`src/rtl/fft_ctrl_pkg.sv`:
```
// Shared control-path definitions for the iterative FFT sequencer blocks.
// Holds the ring-monitor FSM state type, the ring direction constants and
// a small helper that gives the next legal token position on the ring.
package fft_ctrl_pkg;

  typedef enum logic [1:0] {
    SYNC  = 2'd0,
    TRACK = 2'd1,
    FAULT = 2'd2
  } ring_state_e;

  localparam bit SH_LEFT  = 1'b1;
  localparam bit SH_RIGHT = 1'b0;

  // Position the token must move to on a legal step, wrapping at the ring ends
  function automatic int ring_next(input int pos, input int bits, input bit left);
    if (left) begin
      return (pos == bits - 1) ? 0 : pos + 1;
    end
    return (pos == 0) ? bits - 1 : pos - 1;
  endfunction

endpackage

```
`src/rtl/onehot_encoder.sv`:
```
// Combinational one-hot to binary encoder.
// Reports the index of the set bit and whether exactly one bit is set.
// The index is only meaningful while is_onehot is high.
module onehot_encoder #(
  parameter int BITNESS = 16,
  parameter int IDX_W   = (BITNESS > 1) ? $clog2(BITNESS) : 1
) (
  input  logic [BITNESS-1:0] vec,
  output logic [IDX_W-1:0]   idx,
  output logic               is_onehot
);

  // OR together the positions of all set bits; exact for a one-hot input
  always_comb begin
    idx = '0;
    for (int i = 0; i < BITNESS; i++) begin
      if (vec[i]) begin
        idx = idx | IDX_W'(i);
      end
    end
  end

  // Clearing the lowest set bit leaves zero only for a single-bit vector
  assign is_onehot = (vec != '0) && ((vec & (vec - BITNESS'(1))) == '0);

endmodule

```
`src/rtl/ring_token_monitor.sv`:
```
// Reader side of the one-hot ring token that sequences FFT stages.
// Encodes the token position, checks every change is one step in the
// configured direction, pulses o_WRAP on the wrap step and raises a
// sticky fault on a non-one-hot vector or an illegal jump.
// Optional revolution counter: define RING_TOKEN_REV_CNT_EN to build it,
// otherwise o_REV_CNT is tied to zero.
module ring_token_monitor
  import fft_ctrl_pkg::*;
#(
  parameter int BITNESS = 16,
  parameter bit shLeft  = SH_LEFT,
  parameter int IDX_W   = $clog2(BITNESS),
  parameter int REV_W   = 8
) (
  input  logic               CLK,
  input  logic               RST_N,
  input  logic               EN,
  input  logic               CLR,
  input  logic [BITNESS-1:0] i_DATA,
  output logic [IDX_W-1:0]   o_IDX,
  output logic               o_VALID,
  output logic               o_WRAP,
  output logic               o_ERR,
  output logic [REV_W-1:0]   o_REV_CNT
);

  localparam logic [IDX_W-1:0] LAST_IDX = IDX_W'(BITNESS - 1);

  ring_state_e      state;
  logic [IDX_W-1:0] new_idx;
  logic [IDX_W-1:0] fwd_idx;
  logic             is_onehot;
  logic             step_ok;
  logic             wrap_step;

  onehot_encoder #(
    .BITNESS (BITNESS),
    .IDX_W   (IDX_W)
  ) u_enc (
    .vec       (i_DATA),
    .idx       (new_idx),
    .is_onehot (is_onehot)
  );

  // Classify the sampled position against the one legal next position;
  // on a two-bit ring both directions land on the same bit and every move wraps
  always_comb begin
    fwd_idx   = IDX_W'(ring_next(int'(o_IDX), BITNESS, shLeft));
    step_ok   = is_onehot && (new_idx != o_IDX) && (new_idx == fwd_idx);
    wrap_step = step_ok &&
                ((BITNESS == 2) || (shLeft ? (new_idx == '0) : (new_idx == LAST_IDX)));
  end

  // Monitor FSM with all outputs registered; CLR outranks EN, FAULT is sticky
  always_ff @(posedge CLK or negedge RST_N) begin
    if (!RST_N) begin
      state   <= SYNC;
      o_IDX   <= '0;
      o_VALID <= 1'b0;
      o_WRAP  <= 1'b0;
      o_ERR   <= 1'b0;
    end else if (CLR) begin
      state   <= SYNC;
      o_VALID <= 1'b0;
      o_WRAP  <= 1'b0;
      o_ERR   <= 1'b0;
    end else if (!EN) begin
      o_WRAP <= 1'b0;
    end else begin
      o_WRAP <= 1'b0;
      case (state)
        SYNC: begin
          if (is_onehot) begin
            state   <= TRACK;
            o_IDX   <= new_idx;
            o_VALID <= 1'b1;
          end else begin
            state   <= FAULT;
            o_VALID <= 1'b0;
            o_ERR   <= 1'b1;
          end
        end
        TRACK: begin
          if (is_onehot && (new_idx == o_IDX)) begin
            state <= TRACK;
          end else if (step_ok) begin
            o_IDX  <= new_idx;
            o_WRAP <= wrap_step;
          end else begin
            state   <= FAULT;
            o_VALID <= 1'b0;
            o_ERR   <= 1'b1;
          end
        end
        FAULT: begin
          o_VALID <= 1'b0;
          o_ERR   <= 1'b1;
        end
        default: begin
          state   <= SYNC;
          o_VALID <= 1'b0;
        end
      endcase
    end
  end

`ifdef RING_TOKEN_REV_CNT_EN
  logic [REV_W-1:0] rev_cnt;

  // Count completed revolutions on every legal wrap step, modulo 2^REV_W
  always_ff @(posedge CLK or negedge RST_N) begin
    if (!RST_N) begin
      rev_cnt <= '0;
    end else if (CLR) begin
      rev_cnt <= '0;
    end else if (EN && (state == TRACK) && wrap_step) begin
      rev_cnt <= rev_cnt + 1'b1;
    end
  end

  assign o_REV_CNT = rev_cnt;
`else
  assign o_REV_CNT = '0;
`endif

endmodule

```
`config.mk`:
```
export PLATFORM = sky130hd
export DESIGN_NAME = ring_token_monitor
export DESIGN_NICKNAME = d
export VERILOG_FILES = /design/src/rtl/fft_ctrl_pkg.sv /design/src/rtl/onehot_encoder.sv /design/src/rtl/ring_token_monitor.sv
export SDC_FILE = /design/constraint.sdc
export NUM_CORES = 1
export LEC_CHECK = 0
export ABC_AREA = 0
export CAP_MARGIN = 5
export CORE_ASPECT_RATIO = 1.4
export CORE_MARGIN = 1.5
export CORE_UTILIZATION = 30
export DETAILED_ROUTE_END_ITERATION = 8
export PLACE_DENSITY = 0.6
export SLEW_MARGIN = 20
export SYNTH_ARGS = -nofsm -noshare
export SYNTH_HDL_FRONTEND = slang
export SYNTH_HIERARCHICAL = 1
export SYNTH_SLANG_ARGS = --single-unit
export TNS_END_PERCENT = 10
```
`constraint.sdc`:
```
create_clock -name CLK -period 2.4 [get_ports CLK]
set_input_delay 0.48 -clock CLK [delete_from_list [all_inputs] [get_ports CLK]]
set_output_delay 0.48 -clock CLK [all_outputs]
set_load 0.005 [all_outputs]
```
==> results of run 1 <==
==> critical path, stage by stage <==
cell and delay [ns]:
buf_2 0.11, or4_4 0.60, buf_6 0.15, or2_2 0.28
xnor3_1 0.37, nand2_1 0.09, or4_4 0.61, o32ai_2 0.22
a221oi_1 0.10
==> metrics by stage <==
stage | power, uW | utilization | cell area, sq um | worst slack, ns | std cells
2_1_floorplan | 202 | - | 1220 | -0.617 | 148
3_3_place_gp | 268 | 0.457 | 1650 | -1.01 | 232
3_5_place_dp | 271 | 0.457 | 1650 | -1.12 | 232
4_1_cts | 454 | 0.501 | 1810 | -0.634 | 244
5_1_grt | 476 | 0.527 | 1900 | -0.581 | 246
6_report | 458 | 0.527 | 1900 | -0.509 | 246
==> cell families (layout without fill, tap and decap cells) <==
logic type | Yosys count | after routing | synth area share
flops | 9 | 9 | 0.201
buf+inv | 23 | 79 | 0.116
mux | 1 | 1 | 0.00892
other cells | 1 | 8 | 0.00334
simple gates | 65 | 65 | 0.350
compound gates | 32 | 32 | 0.220
xor+xnor | 8 | 8 | 0.0814
fa+ha+maj | 2 | 2 | 0.0201
==> power breakdown <==
part	internal, uW	switching (uW)
Sequential	155	2.91
Clock	116	64.4
Combinational	61.7	58.3
==> layout make-up <==
| type | count | area (sq um) | area share |
|---|---|---|---|
| Inverter | 6 | 22.5 | 0.0118 |
| Multi-Input combinational cell | 116 | 970 | 0.510 |
| Sequential cell | 9 | 225 | 0.118 |
| Clock buffer | 4 | 45.0 | 0.0237 |
| Tap cell | 42 | 52.6 | 0.0276 |
| Timing Repair Buffer | 69 | 588 | 0.309 |
==> worst max-delay path by stage <==
stage               startpoint                    to  slack [ns]
finish               i_DATA[5]  o_IDX[3]$_DFFE_PN0P_       -0.51
detailed placement   i_DATA[6]  o_IDX[3]$_DFFE_PN0P_       -1.12
CTS                  i_DATA[2]  o_IDX[3]$_DFFE_PN0P_       -0.63
global placement     i_DATA[1]  o_IDX[3]$_DFFE_PN0P_       -1.01
global route         i_DATA[3]  o_IDX[3]$_DFFE_PN0P_       -0.58
floorplan            i_DATA[6]  o_IDX[3]$_DFFE_PN0P_       -0.62
==> sequential cells by signal, summed over array words and instances (netlist names) <==
signal and flops:
o_ERR 1, o_IDX 4, o_VALID 1, o_WRAP 1, state 2
==> cells in the mapped netlist (2+ instances only) <==
cell / n
a221oi_1: 2
or2_2: 3
nand3_1: 12
xnor2_1: 2
o21ai_0: 3
o41ai_1: 2
nand2_1: 6
nand2b_1: 2
or3_1: 2
nor4_1: 6
and3_1: 6
o211ai_1: 4
nor3b_1: 3
nor2_1: 6
nor3_1: 5
nor4_2: 2
xor2_1: 4
a21oi_1: 4
or4_1: 7
dfrtp_1: 9
a2111oi_0: 2
buf_4: 10
inv_1: 6
a211oi_1: 3
nor2b_1: 2
a31oi_1: 4
clkbuf_1: 2
buf_2: 5
==> layer usage <==
metal  track usage  wire length, um  part of all wire  vias up
li1              -                -                 -      651
met1         0.176             1320              0.33      640
met2         0.362             2350              0.59       50
met3       0.00784              134             0.034       13
met4         0.125              150             0.038        0
met5             0                0                 0        -
==> timing repair <==
action	4_1_cts	5_1_grt
gates resized for setup	53	14
buffers inserted	8	2
endpoints found under the hold margin	0	0
setup endpoints to repair	9	9
pin swaps	17	12
==> impl_metrics.xml, run 1 <==
<?xml version="1.0" encoding="UTF-8"?>
<metrics>
  <group name="timing">
    <metric name="post-route-min-period" unit="ns">2.91</metric>
    <metric name="worst-slew-pin-transition" unit="ns">0.509</metric>
    <metric name="final-max-slew-violation-count" unit="">0</metric>
    <metric name="setup_repair_after_global_routing_missed_its_margin" unit="">true</metric>
    <metric name="hold-worst-slack" unit="ns">0.534</metric>
    <metric name="timing.final.crit_share" unit="">1.21</metric>
    <metric name="fmax" unit="MHz">344</metric>
    <metric name="post_route_skew" unit="ns">0.00235</metric>
    <metric name="finalSetupViolations" unit="">9</metric>
    <metric name="fin_setup_tns" unit="ns">-4.22</metric>
    <metric name="hold_violations" unit="">0</metric>
    <metric name="timing.final.ws_setup" unit="ns">-0.509</metric>
    <metric name="max_slew_margin" unit="">0.661</metric>
  </group>
  <group name="synthesis">
    <metric name="synthCells" unit="">141</metric>
    <metric name="synth_enable_flop_cells" unit="">0</metric>
    <metric name="sequential_cell_area_fraction_in_the_yosys_report" unit="">0.201</metric>
    <metric name="synth.largest_area_cell" unit="">dfrtp_1</metric>
    <metric name="post_synth_instance_area" unit="sq um">1120</metric>
    <metric name="synth-async-reset-ratio" unit="">1.00</metric>
    <metric name="postSynthRegisterBits" unit="">9</metric>
    <metric name="ys_top_cells_by_area" unit="">dfrtp_1 20%, buf_4 6.7%, nand3_1 5.4%</metric>
    <metric name="ys.warnings.count" unit="">6</metric>
    <metric name="synthesis.area_per_instance" unit="sq um">7.96</metric>
    <metric name="yosysTopAreaCellShare" unit="">0.201</metric>
    <metric name="dominantRegCellSynth" unit="">dfrtp_1</metric>
    <metric name="post_synth_num_cell_types" unit="">45</metric>
  </group>
  <group name="worst_setup_path">
    <metric name="reg2reg_depth" unit="">6</metric>
    <metric name="crit_arrival" unit="ns">3.01</metric>
    <metric name="timing.critical_path.fanout_max" unit="">7</metric>
    <metric name="setup.worst_path.class" unit="">primary input to flip-flop</metric>
    <metric name="crit-reg2reg-launch" unit="">o_IDX[0]$_DFFE_PN0P_</metric>
    <metric name="critPathLaunchType" unit="">primary input</metric>
    <metric name="worst_r2r_endpoint" unit="">o_IDX[3]$_DFFE_PN0P_</metric>
    <metric name="worst_setup_path_end_kind" unit="">flip-flop</metric>
    <metric name="critical_path_required" unit="ns">2.50</metric>
    <metric name="setup.reg_to_reg.worst_slack" unit="ns">0.38</metric>
  </group>
  <group name="placement">
    <metric name="port-buffer-count" unit="">26</metric>
    <metric name="final_weighted_congestion_in_routability_driven_placement" unit="">0.910</metric>
    <metric name="detailed_placement_wirelength_estimate" unit="um">2930</metric>
  </group>
  <group name="detailed_routing">
    <metric name="drtPass1Iterations" unit="">4</metric>
    <metric name="ant_nets" unit="">0</metric>
    <metric name="dr.first_iter.drc_count" unit="">39</metric>
    <metric name="detailed_route_wire_length" unit="um">3950</metric>
    <metric name="routed_wire_length_per_instance" unit="um">16.1</metric>
    <metric name="avgViaCountPerCell" unit="">5.50</metric>
    <metric name="remaining_drc_errors" unit="">0</metric>
    <metric name="num_vias" unit="">1354</metric>
  </group>
  <group name="clocking">
    <metric name="clk_pin_slew_worst_paths" unit="ns">0.05</metric>
    <metric name="clock_sinks" unit="">9</metric>
    <metric name="cts_tree" unit="">yes</metric>
    <metric name="cts_root_buf" unit="">clkbuf_8</metric>
    <metric name="cts_hold_buffers_added" unit="">0</metric>
    <metric name="cts_made_buffers" unit="">3</metric>
    <metric name="cts_buffer_depth" unit="">2</metric>
    <metric name="clock_insertion_delay_worst_skew" unit="ns">0.24</metric>
    <metric name="ctsHtreeMaxLevel" unit="">1</metric>
  </group>
  <group name="final_layout">
    <metric name="layout_common_cells" unit="">36 x buf_4, 12 x clkdlybuf4s50_1, 11 x nand3_1</metric>
    <metric name="share_of_final_layout_standard_cells_stronger_than_drive_strength_1" unit="">0.426</metric>
    <metric name="final_common_cell" unit="">buf_4</metric>
    <metric name="layout.filler_cells" unit="">344</metric>
    <metric name="num-nets-final" unit="">226</metric>
    <metric name="area_delta_synth_final" unit="%">69.6</metric>
    <metric name="antenna_cells_inserted" unit="">0</metric>
  </group>
  <group name="die">
    <metric name="die_width" unit="um">54.7</metric>
    <metric name="starting_density_of_the_core" unit="">0.311</metric>
    <metric name="core-area" unit="sq um">3610</metric>
    <metric name="fp-row-count" unit="">26</metric>
    <metric name="floorplan.die.height" unit="um">75.4</metric>
    <metric name="floorplan.die_area" unit="sq um">4120</metric>
    <metric name="ios" unit="">35</metric>
  </group>
  <group name="status">
    <metric name="failed_checks" unit="">negative setup slack</metric>
    <metric name="result_of_the_run" unit="">complete, but fails checks</metric>
  </group>
  <group name="min_path">
    <metric name="hold_path_class" unit="">primary input to async pin</metric>
  </group>
  <group name="grt">
    <metric name="grt_max_degree" unit="">17</metric>
    <metric name="grt_pass1_wl" unit="um">5550</metric>
    <metric name="globalRoute.totalOverflow" unit="">0</metric>
    <metric name="antenna_found_initial" unit="">0</metric>
    <metric name="grtUsageTotal" unit="">0.186</metric>
    <metric name="vias_in_the_first_global_route" unit="">1282</metric>
  </group>
  <group name="power">
    <metric name="irDropWorstVdd" unit="V">0.000325</metric>
    <metric name="power.leakage" unit="uW">0.000746</metric>
    <metric name="pwr_density_cell" unit="nW/um^2">241</metric>
  </group>
  <group name="job">
    <metric name="max-cap-violations" unit="">0</metric>
  </group>
</metrics>
Note: power is estimated with default switching activity, not from simulation.
==> run 2: changes to the inputs <==
Settings changed: ABC_CLOCK_PERIOD_IN_PS set to 2400, CTS_BUF_LIST set to sky130_fd_sc_hd__clkbuf_16.
==> impl_metrics.xml, run 2 (synthesis results as in run 1) <==
<?xml version="1.0" encoding="UTF-8"?>
<metrics>
  <group name="status">
    <metric name="result_of_the_run" unit="">complete, but fails checks</metric>
    <metric name="failed_checks" unit="">negative setup slack</metric>
  </group>
  <group name="placement">
    <metric name="final_weighted_congestion_in_routability_driven_placement" unit="">0.910</metric>
    <metric name="place.detailed.instances" unit="">232</metric>
    <metric name="detailed_placement_wirelength_estimate" unit="um">2930</metric>
    <metric name="port-buffer-count" unit="">26</metric>
    <metric name="pre_cts_ws" unit="ns">-1.12</metric>
  </group>
  <group name="detailed_routing">
    <metric name="routed_wire_length_per_instance" unit="um">16.2</metric>
    <metric name="detailed_route_wire_length" unit="um">3970</metric>
    <metric name="drtPass1Iterations" unit="">4</metric>
    <metric name="num_vias" unit="">1367</metric>
    <metric name="avgViaCountPerCell" unit="">5.56</metric>
    <metric name="ant_nets" unit="">0</metric>
    <metric name="remaining_drc_errors" unit="">0</metric>
    <metric name="dr.first_iter.drc_count" unit="">34</metric>
  </group>
  <group name="timing">
    <metric name="finalSetupViolations" unit="">9</metric>
    <metric name="max_slew_margin" unit="">0.659</metric>
    <metric name="hold_violations" unit="">0</metric>
    <metric name="final-max-slew-violation-count" unit="">0</metric>
    <metric name="post_route_skew" unit="ns">0.00226</metric>
    <metric name="worst-slew-pin-transition" unit="ns">0.511</metric>
    <metric name="fin_setup_tns" unit="ns">-4.20</metric>
    <metric name="setup_repair_after_global_routing_missed_its_margin" unit="">true</metric>
    <metric name="timing.final.crit_share" unit="">1.21</metric>
    <metric name="timing.final.ws_setup" unit="ns">-0.515</metric>
    <metric name="fmax" unit="MHz">343</metric>
    <metric name="post-route-min-period" unit="ns">2.91</metric>
  </group>
  <group name="clocking">
    <metric name="clk_pin_slew_worst_paths" unit="ns">0.04</metric>
    <metric name="clock_sinks" unit="">9</metric>
    <metric name="ctsHtreeMaxLevel" unit="">1</metric>
    <metric name="cts_tree" unit="">yes</metric>
    <metric name="clock_insertion_delay_worst_skew" unit="ns">0.24</metric>
    <metric name="cts_root_buf" unit="">clkbuf_16</metric>
    <metric name="cts_made_buffers" unit="">3</metric>
    <metric name="cts_buffer_depth" unit="">2</metric>
  </group>
  <group name="final_layout">
    <metric name="area_delta_synth_final" unit="%">72.6</metric>
    <metric name="num-nets-final" unit="">226</metric>
    <metric name="top_regs" unit="">o_IDX: 4 flops, state: 2 flops</metric>
    <metric name="share_of_final_layout_standard_cells_stronger_than_drive_strength_1" unit="">0.426</metric>
    <metric name="layout_common_cells" unit="">36 x buf_4, 12 x clkdlybuf4s50_1, 11 x nand3_1</metric>
    <metric name="antenna_cells_inserted" unit="">0</metric>
    <metric name="regMostFlops" unit="">o_IDX</metric>
    <metric name="layoutNonFillerInstCount" unit="">246</metric>
    <metric name="largest_reg_flops" unit="">4</metric>
    <metric name="final_common_cell" unit="">buf_4</metric>
  </group>
  <group name="grt">
    <metric name="vias_in_the_first_global_route" unit="">1295</metric>
    <metric name="grtUsageTotal" unit="">0.186</metric>
    <metric name="antenna_found_initial" unit="">0</metric>
    <metric name="globalRoute.totalOverflow" unit="">0</metric>
    <metric name="grt_pass1_wl" unit="um">5550</metric>
    <metric name="grt_max_degree" unit="">17</metric>
  </group>
  <group name="worst_setup_path">
    <metric name="critPathLaunchType" unit="">primary input</metric>
    <metric name="setup.worst_path.class" unit="">primary input to flip-flop</metric>
    <metric name="crit_arrival" unit="ns">3.01</metric>
    <metric name="timing.critical_path.fanout_max" unit="">7</metric>
    <metric name="critical_path_required" unit="ns">2.49</metric>
    <metric name="worst_setup_path_end_kind" unit="">flip-flop</metric>
  </group>
  <group name="job">
    <metric name="max-cap-violations" unit="">0</metric>
  </group>
  <group name="die">
    <metric name="fp-row-count" unit="">26</metric>
    <metric name="core-area" unit="sq um">3610</metric>
    <metric name="floorplan.die.height" unit="um">75.4</metric>
    <metric name="starting_density_of_the_core" unit="">0.311</metric>
    <metric name="ios" unit="">35</metric>
    <metric name="die_width" unit="um">54.7</metric>
    <metric name="floorplan.die_area" unit="sq um">4120</metric>
  </group>
  <group name="power">
    <metric name="power.leakage" unit="uW">0.000766</metric>
    <metric name="irDropWorstVdd" unit="V">0.000524</metric>
    <metric name="pwr_density_cell" unit="nW/um^2">296</metric>
  </group>
  <group name="min_path">
    <metric name="hold_path_class" unit="">primary input to async pin</metric>
  </group>
</metrics>
run 2: what timing repair did:
action,in CTS,in global routing
resized for setup,53,14
pin swaps,17,12
setup endpoints to repair,9,9
hold buffers,0,0
cloned,0,0
buffers inserted,8,2
run 2: metrics by stage:
step | instance area [sq um] | utilization | hold slack [ns] | total power (uW)
floorplan | 1220 | - | 0.184 | 202
global placement | 1650 | 0.457 | 0.544 | 268
detailed placement | 1650 | 0.457 | 0.570 | 271
CTS | 1840 | 0.510 | 0.549 | 570
global route | 1940 | 0.536 | 0.574 | 593
finish | 1940 | 0.536 | 0.537 | 573
run 2: area by class of cell:
type / instances / area [sq um]
clock inverter: 1 / 3.75
clock buffer: 3 / 75.1
tap: 42 / 52.6
timing repair buffer: 69 / 588
fill: 340 / 1670
multi-input combinational: 116 / 970
sequential: 9 / 225
inverter: 6 / 22.5
run 2: worst paths after layout:
path | start | to | slack (ns) | cells after the start
worst max-delay path | i_DATA[5] | o_IDX[3]$_DFFE_PN0P_ | -0.51 | 9
worst min-delay path | RST_N | o_IDX[0]$_DFFE_PN0P_ | 0.54 | 1
worst max register to register | o_IDX[0]$_DFFE_PN0P_ | o_IDX[3]$_DFFE_PN0P_ | 0.37 | 6
worst min register to register | o_ERR$_DFFE_PN0P_ | o_ERR$_DFFE_PN0P_ | 0.57 | 2
max in group asynchronous | RST_N | state[0]$_DFFE_PN0P_ | 1.58 | 1
min in group CLK | o_ERR$_DFFE_PN0P_ | o_ERR$_DFFE_PN0P_ | 0.57 | 2
run 2: where the power goes:
part | internal [uW] | leakage, uW | switching, uW
clock | 218 | 0.0000423 | 76.6
sequential | 155 | 0.000107 | 2.99
combinational | 61.7 | 0.000616 | 58.4
total | 435 | 0.000766 | 138
run 2: critical path, stage by stage:
cell,delay [ns]
buf_2,0.11
or4_4,0.60
buf_6,0.15
or2_2,0.28
xnor3_1,0.37
nand2_1,0.09
or4_4,0.61
o32ai_2,0.22
a221oi_1,0.10
run 2: metal layers:
| layer | share of wire | vias to the layer above | GRT usage |
|---|---|---|---|
| li1 | - | 652 | - |
| met3 | 0.031 | 20 | 0.00588 |
| met4 | 0.057 | 0 | 0.150 |
| met5 | 0 | - | 0 |
| met2 | 0.57 | 52 | 0.354 |
| met1 | 0.34 | 643 | 0.175 |
